### src/rtl/axi4_lite_pkg.sv
// Shared types and width helpers for the AXI4-Lite register slave.
package axi4_lite_pkg;

  // AXI response codes used by this slave.
  typedef enum logic [1:0] {
    OKAY   = 2'b00,
    SLVERR = 2'b10
  } resp_t;

  // Address bus width paired with a given data width (32 -> 32, 64 -> 64).
  function automatic int addr_width(input int dw);
    return dw;
  endfunction

  // Number of byte strobes for a given data width.
  function automatic int strb_width(input int dw);
    return dw / 8;
  endfunction

endpackage

### src/rtl/axi4_lite_wr_buffer.sv
// Single-entry holding buffer: captures a payload on i_load, stays full until
// i_clear. Used to decouple the AW and W channels from the commit point.
module axi4_lite_wr_buffer #(
  parameter int WIDTH = 32
) (
  input  logic             clk,
  input  logic             rst_n,
  input  logic             i_load,
  input  logic             i_clear,
  input  logic [WIDTH-1:0] i_data,
  output logic             o_full,
  output logic             o_ready,
  output logic [WIDTH-1:0] o_data
);

  logic             r_full;
  logic [WIDTH-1:0] r_data;

  // Capture on load, release on clear; clear wins since a full buffer cannot load.
  always_ff @(posedge clk or negedge rst_n) begin
    if (!rst_n) begin
      r_full <= 1'b0;
      r_data <= '0;
    end else if (i_clear) begin
      r_full <= 1'b0;
    end else if (i_load) begin
      r_full <= 1'b1;
      r_data <= i_data;
    end
  end

  assign o_full  = r_full;
  assign o_ready = !r_full;
  assign o_data  = r_data;

endmodule

### src/rtl/axi4_lite_reg_slave.sv
// AXI4-Lite register bank: NUM_REGS byte-writable registers, one outstanding
// write response and one outstanding read response.
//
// Handshake rule on every channel: a transfer happens on a rising edge where
// VALID and READY are both high; a source holds VALID and its payload stable
// until that edge, and READY never depends combinationally on VALID.
module axi4_lite_reg_slave
  import axi4_lite_pkg::*;
#(
  parameter int                    DATA_WIDTH  = 32,
  parameter int                    NUM_REGS    = 16,
  parameter logic [DATA_WIDTH-1:0] RESET_VALUE = '0,
  localparam int                   ADDR_WIDTH  = addr_width(DATA_WIDTH),
  localparam int                   STRB_WIDTH  = strb_width(DATA_WIDTH)
) (
  input  logic                           aclk,
  input  logic                           aresetn,
  input  logic [ADDR_WIDTH-1:0]          AWADDR,
  input  logic                           AWVALID,
  input  logic [2:0]                     AWPROT,
  output logic                           AWREADY,
  input  logic [DATA_WIDTH-1:0]          WDATA,
  input  logic [STRB_WIDTH-1:0]          WSTRB,
  input  logic                           WVALID,
  output logic                           WREADY,
  output logic [1:0]                     BRESP,
  output logic                           BVALID,
  input  logic                           BREADY,
  input  logic [ADDR_WIDTH-1:0]          ARADDR,
  input  logic                           ARVALID,
  input  logic [2:0]                     ARPROT,
  output logic                           ARREADY,
  output logic [DATA_WIDTH-1:0]          RDATA,
  output logic [1:0]                     RRESP,
  output logic                           RVALID,
  input  logic                           RREADY,
  output logic [NUM_REGS*DATA_WIDTH-1:0] reg_o,
  output logic [NUM_REGS-1:0]            wr_pulse_o
);

  localparam int ADDR_LSB = $clog2(STRB_WIDTH);

  logic [DATA_WIDTH-1:0] r_regs [NUM_REGS];
  logic [NUM_REGS-1:0]   r_wr_pulse;
  logic                  r_rdy_en;
  logic                  r_bvalid;
  resp_t                 r_bresp;
  logic                  r_rvalid;
  resp_t                 r_rresp;
  logic [DATA_WIDTH-1:0] r_rdata;

  logic                  w_aw_full, w_aw_ready, w_aw_load;
  logic                  w_w_full, w_w_ready, w_w_load;
  logic [ADDR_WIDTH-1:0] w_aw_addr;
  logic [DATA_WIDTH-1:0] w_wdata;
  logic [STRB_WIDTH-1:0] w_wstrb;
  logic                  w_commit;
  logic [ADDR_WIDTH-1:0] w_aw_idx, w_ar_idx;
  logic                  w_aw_hit, w_ar_hit, w_ar_hs;
  logic [DATA_WIDTH-1:0] w_rd_word;
  logic                  w_unused;

  // Protection bits carry no meaning for this register bank.
  assign w_unused = &{1'b0, AWPROT, ARPROT};

  // Ready outputs stay low until the first edge after reset is released.
  always_ff @(posedge aclk or negedge aresetn) begin
    if (!aresetn) r_rdy_en <= 1'b0;
    else          r_rdy_en <= 1'b1;
  end

  assign AWREADY   = r_rdy_en & w_aw_ready;
  assign WREADY    = r_rdy_en & w_w_ready;
  assign ARREADY   = r_rdy_en & !r_rvalid;
  assign w_aw_load = AWVALID & AWREADY;
  assign w_w_load  = WVALID & WREADY;
  assign w_ar_hs   = ARVALID & ARREADY;
  assign w_commit  = w_aw_full & w_w_full & !r_bvalid;

  axi4_lite_wr_buffer #(.WIDTH(ADDR_WIDTH)) u_aw_buf (
    .clk     (aclk),
    .rst_n   (aresetn),
    .i_load  (w_aw_load),
    .i_clear (w_commit),
    .i_data  (AWADDR),
    .o_full  (w_aw_full),
    .o_ready (w_aw_ready),
    .o_data  (w_aw_addr)
  );

  axi4_lite_wr_buffer #(.WIDTH(DATA_WIDTH + STRB_WIDTH)) u_w_buf (
    .clk     (aclk),
    .rst_n   (aresetn),
    .i_load  (w_w_load),
    .i_clear (w_commit),
    .i_data  ({WSTRB, WDATA}),
    .o_full  (w_w_full),
    .o_ready (w_w_ready),
    .o_data  ({w_wstrb, w_wdata})
  );

  // Full-width index compare so stray upper address bits land out of range.
  assign w_aw_idx = w_aw_addr >> ADDR_LSB;
  assign w_ar_idx = ARADDR >> ADDR_LSB;
  assign w_aw_hit = w_aw_idx < ADDR_WIDTH'(NUM_REGS);
  assign w_ar_hit = w_ar_idx < ADDR_WIDTH'(NUM_REGS);

  // Read mux; an index with no matching register yields zero.
  always_comb begin
    w_rd_word = '0;
    for (int i = 0; i < NUM_REGS; i++) begin
      if (w_ar_idx == ADDR_WIDTH'(i)) w_rd_word = r_regs[i];
    end
  end

  // Register bank: byte-strobed update and one-cycle write pulse on commit.
  always_ff @(posedge aclk or negedge aresetn) begin
    if (!aresetn) begin
      for (int i = 0; i < NUM_REGS; i++) r_regs[i] <= RESET_VALUE;
      r_wr_pulse <= '0;
    end else begin
      r_wr_pulse <= '0;
      if (w_commit) begin
        for (int i = 0; i < NUM_REGS; i++) begin
          if (w_aw_idx == ADDR_WIDTH'(i)) begin
            r_wr_pulse[i] <= 1'b1;
            for (int b = 0; b < STRB_WIDTH; b++) begin
              if (w_wstrb[b]) r_regs[i][b*8 +: 8] <= w_wdata[b*8 +: 8];
            end
          end
        end
      end
    end
  end

  // Write response: raised by a commit, held until the master accepts it.
  always_ff @(posedge aclk or negedge aresetn) begin
    if (!aresetn) begin
      r_bvalid <= 1'b0;
      r_bresp  <= OKAY;
    end else if (w_commit) begin
      r_bvalid <= 1'b1;
      r_bresp  <= w_aw_hit ? OKAY : SLVERR;
    end else if (r_bvalid && BREADY) begin
      r_bvalid <= 1'b0;
    end
  end

  // Read response: registered on AR handshake, held until the master accepts it.
  always_ff @(posedge aclk or negedge aresetn) begin
    if (!aresetn) begin
      r_rvalid <= 1'b0;
      r_rresp  <= OKAY;
      r_rdata  <= '0;
    end else if (w_ar_hs) begin
      r_rvalid <= 1'b1;
      r_rresp  <= w_ar_hit ? OKAY : SLVERR;
      r_rdata  <= w_rd_word;
    end else if (r_rvalid && RREADY) begin
      r_rvalid <= 1'b0;
    end
  end

  // Flatten the register array for fabric-side consumers.
  always_comb begin
    reg_o = '0;
    for (int i = 0; i < NUM_REGS; i++) reg_o[i*DATA_WIDTH +: DATA_WIDTH] = r_regs[i];
  end

  assign wr_pulse_o = r_wr_pulse;
  assign BVALID     = r_bvalid;
  assign BRESP      = r_bresp;
  assign RVALID     = r_rvalid;
  assign RRESP      = r_rresp;
  assign RDATA      = r_rdata;

endmodule

### config.mk
export PLATFORM = sky130hd
export DESIGN_NAME = axi4_lite_reg_slave
export DESIGN_NICKNAME = d
export VERILOG_FILES = /design/src/rtl/axi4_lite_pkg.sv /design/src/rtl/axi4_lite_wr_buffer.sv /design/src/rtl/axi4_lite_reg_slave.sv
export SDC_FILE = /design/constraint.sdc
export NUM_CORES = 1
export LEC_CHECK = 0
export CAP_MARGIN = 10
export CORE_ASPECT_RATIO = 0.5
export CORE_MARGIN = 2
export CORE_UTILIZATION = 40
export DETAILED_ROUTE_END_ITERATION = 16
export PLACE_DENSITY = 0.66
export SKIP_CTS_REPAIR_TIMING = 1
export SLEW_MARGIN = 15
export SYNTH_ARGS = -nofsm -noshare
export SYNTH_HDL_FRONTEND = slang
export SYNTH_SLANG_ARGS = --single-unit
### constraint.sdc
create_clock -name aclk -period 3.7 [get_ports aclk]
set_input_delay 0.74 -clock aclk [delete_from_list [all_inputs] [get_ports aclk]]
set_output_delay 0.74 -clock aclk [all_outputs]
set_load 0.02 [all_outputs]
Word-level counts from Yosys, hierarchy flattened. Cells that the tools add are included. Widths: inputs -> output; s select.

$lt $le $gt $ge: 2. Equality and inequality tests: 30. Mux-type cells: 43. Bitwise logic cells: 9. Reduce and logical (&&, ||, !) cells: 78.

Operators by type and width (count): $mux 32 (16); $eq 30x4->1 const B (16); $eq 30x3->1 const B (8); $reduce_and 3->1 (64); $eq 30x2->1 const B (4); $logic_not 32->1 (2); $eq 30x1->1 const B (2); $lt 30x5->1 const B (2); $mux 1 (24); $mux 16 (1); $and 1x1->1 (8); $reduce_bool 2->1 (4); $logic_not 1->1 (4); $mux 2 (2); $reduce_and 2->1 (2); $logic_and 1x1->1 (2); $not 1->1 (1).

Bits in registers: 637. Input port bits: 113. Output and inout port bits: 569.

Longest topological paths before layout.
Word-level depth: 17. Mapped depth: 10. Gate-level depth less buffers: 7.

Cells and area by module. From an unflattened synthesis, not the netlist that was laid out.

Cell total of the unflattened synthesis: 2268. Area total of the unflattened synthesis: 29010.3 sq um.

By module, submodules not included: axi4_lite_reg_slave (instances 1, cells each 2114, area each 26066.2 sq um); axi4_lite_wr_buffer at u_w_buf (instances 1, cells each 81, area each 1549.0 sq um); axi4_lite_wr_buffer at u_aw_buf (instances 1, cells each 73, area each 1395.1 sq um).

Worst setup path before layout. No wires, ideal clock.

Kind: input to register. From: input port ARADDR[22]. To: register r_rdata[30], in the netlist RDATA[30]. Arrival: 2492 ps. Required time: 3575 ps. Path slack: 1083 ps. Stages: 9. Path buffers: 2. Cells stage by stage: nor4_1 and4_1 clkbuf_1 buf_2 nand3_1 a2111oi_0 nor2_1 a21boi_0 o21ai_1.

Word-level cells in the longest chain between the ends: 17. Elaborated cells between the ends (all ways): 32.

Ends and longest elaborated chain: start, declared (line axi4_lite_reg_slave.sv:29) `input logic [ADDR_WIDTH-1:0] ARADDR,`; $logic_not 32->1 (line axi4_lite_reg_slave.sv:112) `if (w_ar_idx == ADDR_WIDTH'(i)) w_rd_word = r_regs[i];`; $mux 32 (15 in series) (line axi4_lite_reg_slave.sv:112); $mux 32 (*) (line axi4_lite_reg_slave.sv:112); end signal, assigned (line axi4_lite_reg_slave.sv:158) `r_rdata <= w_rd_word;`; end, declared (line axi4_lite_reg_slave.sv:50) `logic [DATA_WIDTH-1:0] r_rdata;`.

Every way passes the cells marked *; elsewhere a longest branch is shown, timed or not. A chain may end at the register's enable or synchronous reset.

Final worst setup path.
From: register r_rdy_en. To: output port ARREADY.

Word-level cells in the longest chain between the ends: 1.

Ends and longest elaborated chain: start, declared (line axi4_lite_reg_slave.sv:45) `logic r_rdy_en;`; start signal, assigned (line axi4_lite_reg_slave.sv:68) `if (!aresetn) r_rdy_en <= 1'b0;`; start signal, assigned (line axi4_lite_reg_slave.sv:69) `else r_rdy_en <= 1'b1;`; $and 1x1->1 (line axi4_lite_reg_slave.sv:74) `assign ARREADY = r_rdy_en & !r_rvalid;`; end, declared (line axi4_lite_reg_slave.sv:32) `output logic ARREADY,`.

No other way between the ends.

==> flow_summary.toml <==
[logic_synthesis]
ys.warnings.count = 0
synth.distinct_cells = 74
ys_seq_elements = 633
yosysTopAreaCell = "dfrtp_1"
syn_area_per_cell_um2 = 12.8
async_flop_share_pct = 100
yosys_most_used_dff = "dfrtp_1"
ys_seq_area_share_pct = 55.1
ys_top_cells_by_area = "dfrtp_1 55%, mux2_2 24%, nand2_1 1.9%, a21oi_1 1.6%, o21ai_0 1.5%"
synth-edff-count = 0
netlist_instances = 2247
yosysTopAreaCellShare_pct = 55.1
netlist_area_mm2 = 0.0287

[worst_setup_path]
r2r_start = "u_aw_buf.o_data[21]$_DFFE_PN0P_"
reg2reg_depth = 6
startpoint = "r_rdy_en$_DFF_PN0_"
cp_max_fo = 3
r2r_setup_slack_ns = 0.59
crit_type = "register to output port"
cp_data_arrival_time_ns = 2.44
worstReg2RegEnd = "reg_o[66]$_DFFE_PN0P_"
endpoint = "ARREADY"
critPathLaunchType = "register"
worstPathRequired_ns = 2.96
end_kind = "output port"

[sta]
maxSlewHeadroom_pct = 31.7
min_period_ns = 3.18
tns_ns = 0
post-route-period-util_pct = 86.0
finClkSkew_ns = 0.0295
slew_violations = 0
fmax_ghz = 0.314
timing.hold.ws_ns = 0.124
worst_slew_pin_slew_ns = 1.02
setup_violations = 0
hold_viol_final = 0
rsz0062_at_grt = "no"

[grt]
grt_pass1_wl_um = 193000
grt_max_degree = 79
antenna_found_initial = 4
grt_pass1_vias = 24200
grtUsageTotal_pct = 36.8
overflow = 0

[layout]
layout_commonest_cell = "clkdlybuf4s50_1"
finalInstanceArea_mm2 = 0.0399
final_layout_size_suffix_gt1_share_pct = 30.9
nFillCells = 6034
final_nets = 3155
postLayoutCoreUtil_pct = 56.2
seqCellArea_mm2 = 0.0158
area_growth_pct = 38.9
layout_common_cells = "666 x clkdlybuf4s50_1, 633 x dfrtp_1, 601 x mux2_2, 180 x buf_4, 144 x nand2_1"
post_layout_nonfiller_instances = 4046
multi_input_area_mm2 = 0.0123

[clock_tree]
clockBufferDepth = 3
cts_tree = "yes"
htree_num_levels = 2
cts-buffers-inserted = 58
clk-insertion-delay-late_ns = 0.66
cts_sinks = 633
cts.reportedPaths.clkPinSlew_ns = 0.07
cts_root_buf = "clkbuf_16"

[placement]
detailed_place_hpwl_um = 106000
port_buffers = 669
dp.cells = 3940
placed_cell_area_mm2 = 0.0379
gp_congestion = 0.994

[min_path]
hold_class = "input port to asynchronous set/reset pin"

[route]
viasPerCell = 6.17
drtAntennaViolNets = 0
via_count = 24900
wl_per_cell_um = 34.4
first_iter_violations = 3235
drt-pass1-iter-count = 6
drc_errors = 0
wl_um = 139000

[power]
irDropWorstVdd_mv = 0.391
p_int_mw = 11.7
p_sw_mw = 5.34
clockPowerShare_pct = 38.0
power_frac_seq_pct = 53.0
p_comb_share_pct = 9.0
swShare_pct = 31.3
powerDensity_mw_per_mm2 = 428
power_leakage_nw = 18.1

[floorplan]
rows = 69
core-area_mm2 = 0.0711
initial_core_util_pct = 40.4
io_pins = 682
dieArea_mm2 = 0.0741
die-width_um = 383
fp.dieH_um = 194

[run_status]
status = "complete, no violations"

[flow_run]
maxCapViolations = 0
[per-stage QoR]
stage / worst slack (ns) / power, mW
finish: 0.517 / 17.1
global route: 0.446 / 17.5
CTS: 0.559 / 16.9
detailed placement: 0.0698 / 10.6
global placement: 0.118 / 10.5
floorplan: 1.08 / 9.07
[flip-flops by register name, summed over array words and instances, names as in the netlist]
signal           flops
u_w_buf.o_full       1
RVALID               1
wr_pulse_o          16
BRESP                1
RRESP                1
u_aw_buf.o_full      1
u_w_buf.o_data      36
u_aw_buf.o_data     30
reg_o              512
RDATA               32
BVALID               1
r_rdy_en             1
[cells by family after synthesis]
logic type             after synthesis  share of synthesized area (%)
AOI/OAI and AO/OA                  416                           9.65
other                                2                         0.0261
and+or+nand+nor                    393                           7.18
muxes                              651                           25.8
buffers and inverters              152                           2.23
DFF                                633                           55.1
[how the worst min path moves through the flow]
stage | start | endpoint | slack, ns | cells after the start
after global placement | BRESP[1]$_DFFE_PN0P_ | BRESP[1]$_DFFE_PN0P_ | 0.47 | 2
after CTS | aresetn | u_aw_buf.o_data[26]$_DFFE_PN0P_ | 0.12 | 1
after floorplan | aresetn | BRESP[1]$_DFFE_PN0P_ | 0.44 | 0
after global routing | aresetn | u_aw_buf.o_data[26]$_DFFE_PN0P_ | 0.16 | 1
after detailed placement | BRESP[1]$_DFFE_PN0P_ | BRESP[1]$_DFFE_PN0P_ | 0.48 | 2
final | aresetn | u_aw_buf.o_data[26]$_DFFE_PN0P_ | 0.12 | 1
[power by group through the flow]
stage / sequential (mW) / combinational (mW) / clock [mW]
floorplan: 7.90 / 1.17 / 0
global placement: 8.99 / 1.50 / 0
detailed placement: 9.02 / 1.53 / 0
CTS: 8.89 / 1.54 / 6.51
global route: 9.03 / 1.63 / 6.80
finish: 9.05 / 1.54 / 6.49
[synth_stat cells, drive strengths merged (11+ instances only)]
cell	n
nand3	32
inv	14
nand2	146
o22ai	37
a21oi	93
mux4	11
a221oi	19
dfrtp	633
a221o	12
buf	49
mux2	601
a22oi	38
o21ai	92
mux2i	39
a31oi	13
nor4	31
nor2	78
nand4	11
clkbuf	89
o211ai	16
nor2b	18
or3	13
nand2b	11
o221ai	18
nor3	30
[metal layers]
metal	track usage (%)	vias up	part of all wire, %
met5	0	-	0
met4	18.0	0	5.9
met3	8.20	349	9.3
met2	54.7	1485	44
met1	50.7	13100	41
li1	-	9977	-
[layout make-up]
cell class	count	share of cell area [%]
clock inverters	18	0.574
diodes	3	0.0188
flip-flops and latches	633	39.7
well taps	958	3.00
clock buffers	85	4.43
multi-input cells	1463	30.8
repair buffers	872	21.4
inverters	14	0.132
[critical path, cell delays in order (launching register included)]
cell	delay [ns]
dfrtp_1	0.56
nor2b_1	0.52
clkdlybuf4s50_1	0.72
Note: power is estimated with default switching activity, not from simulation.
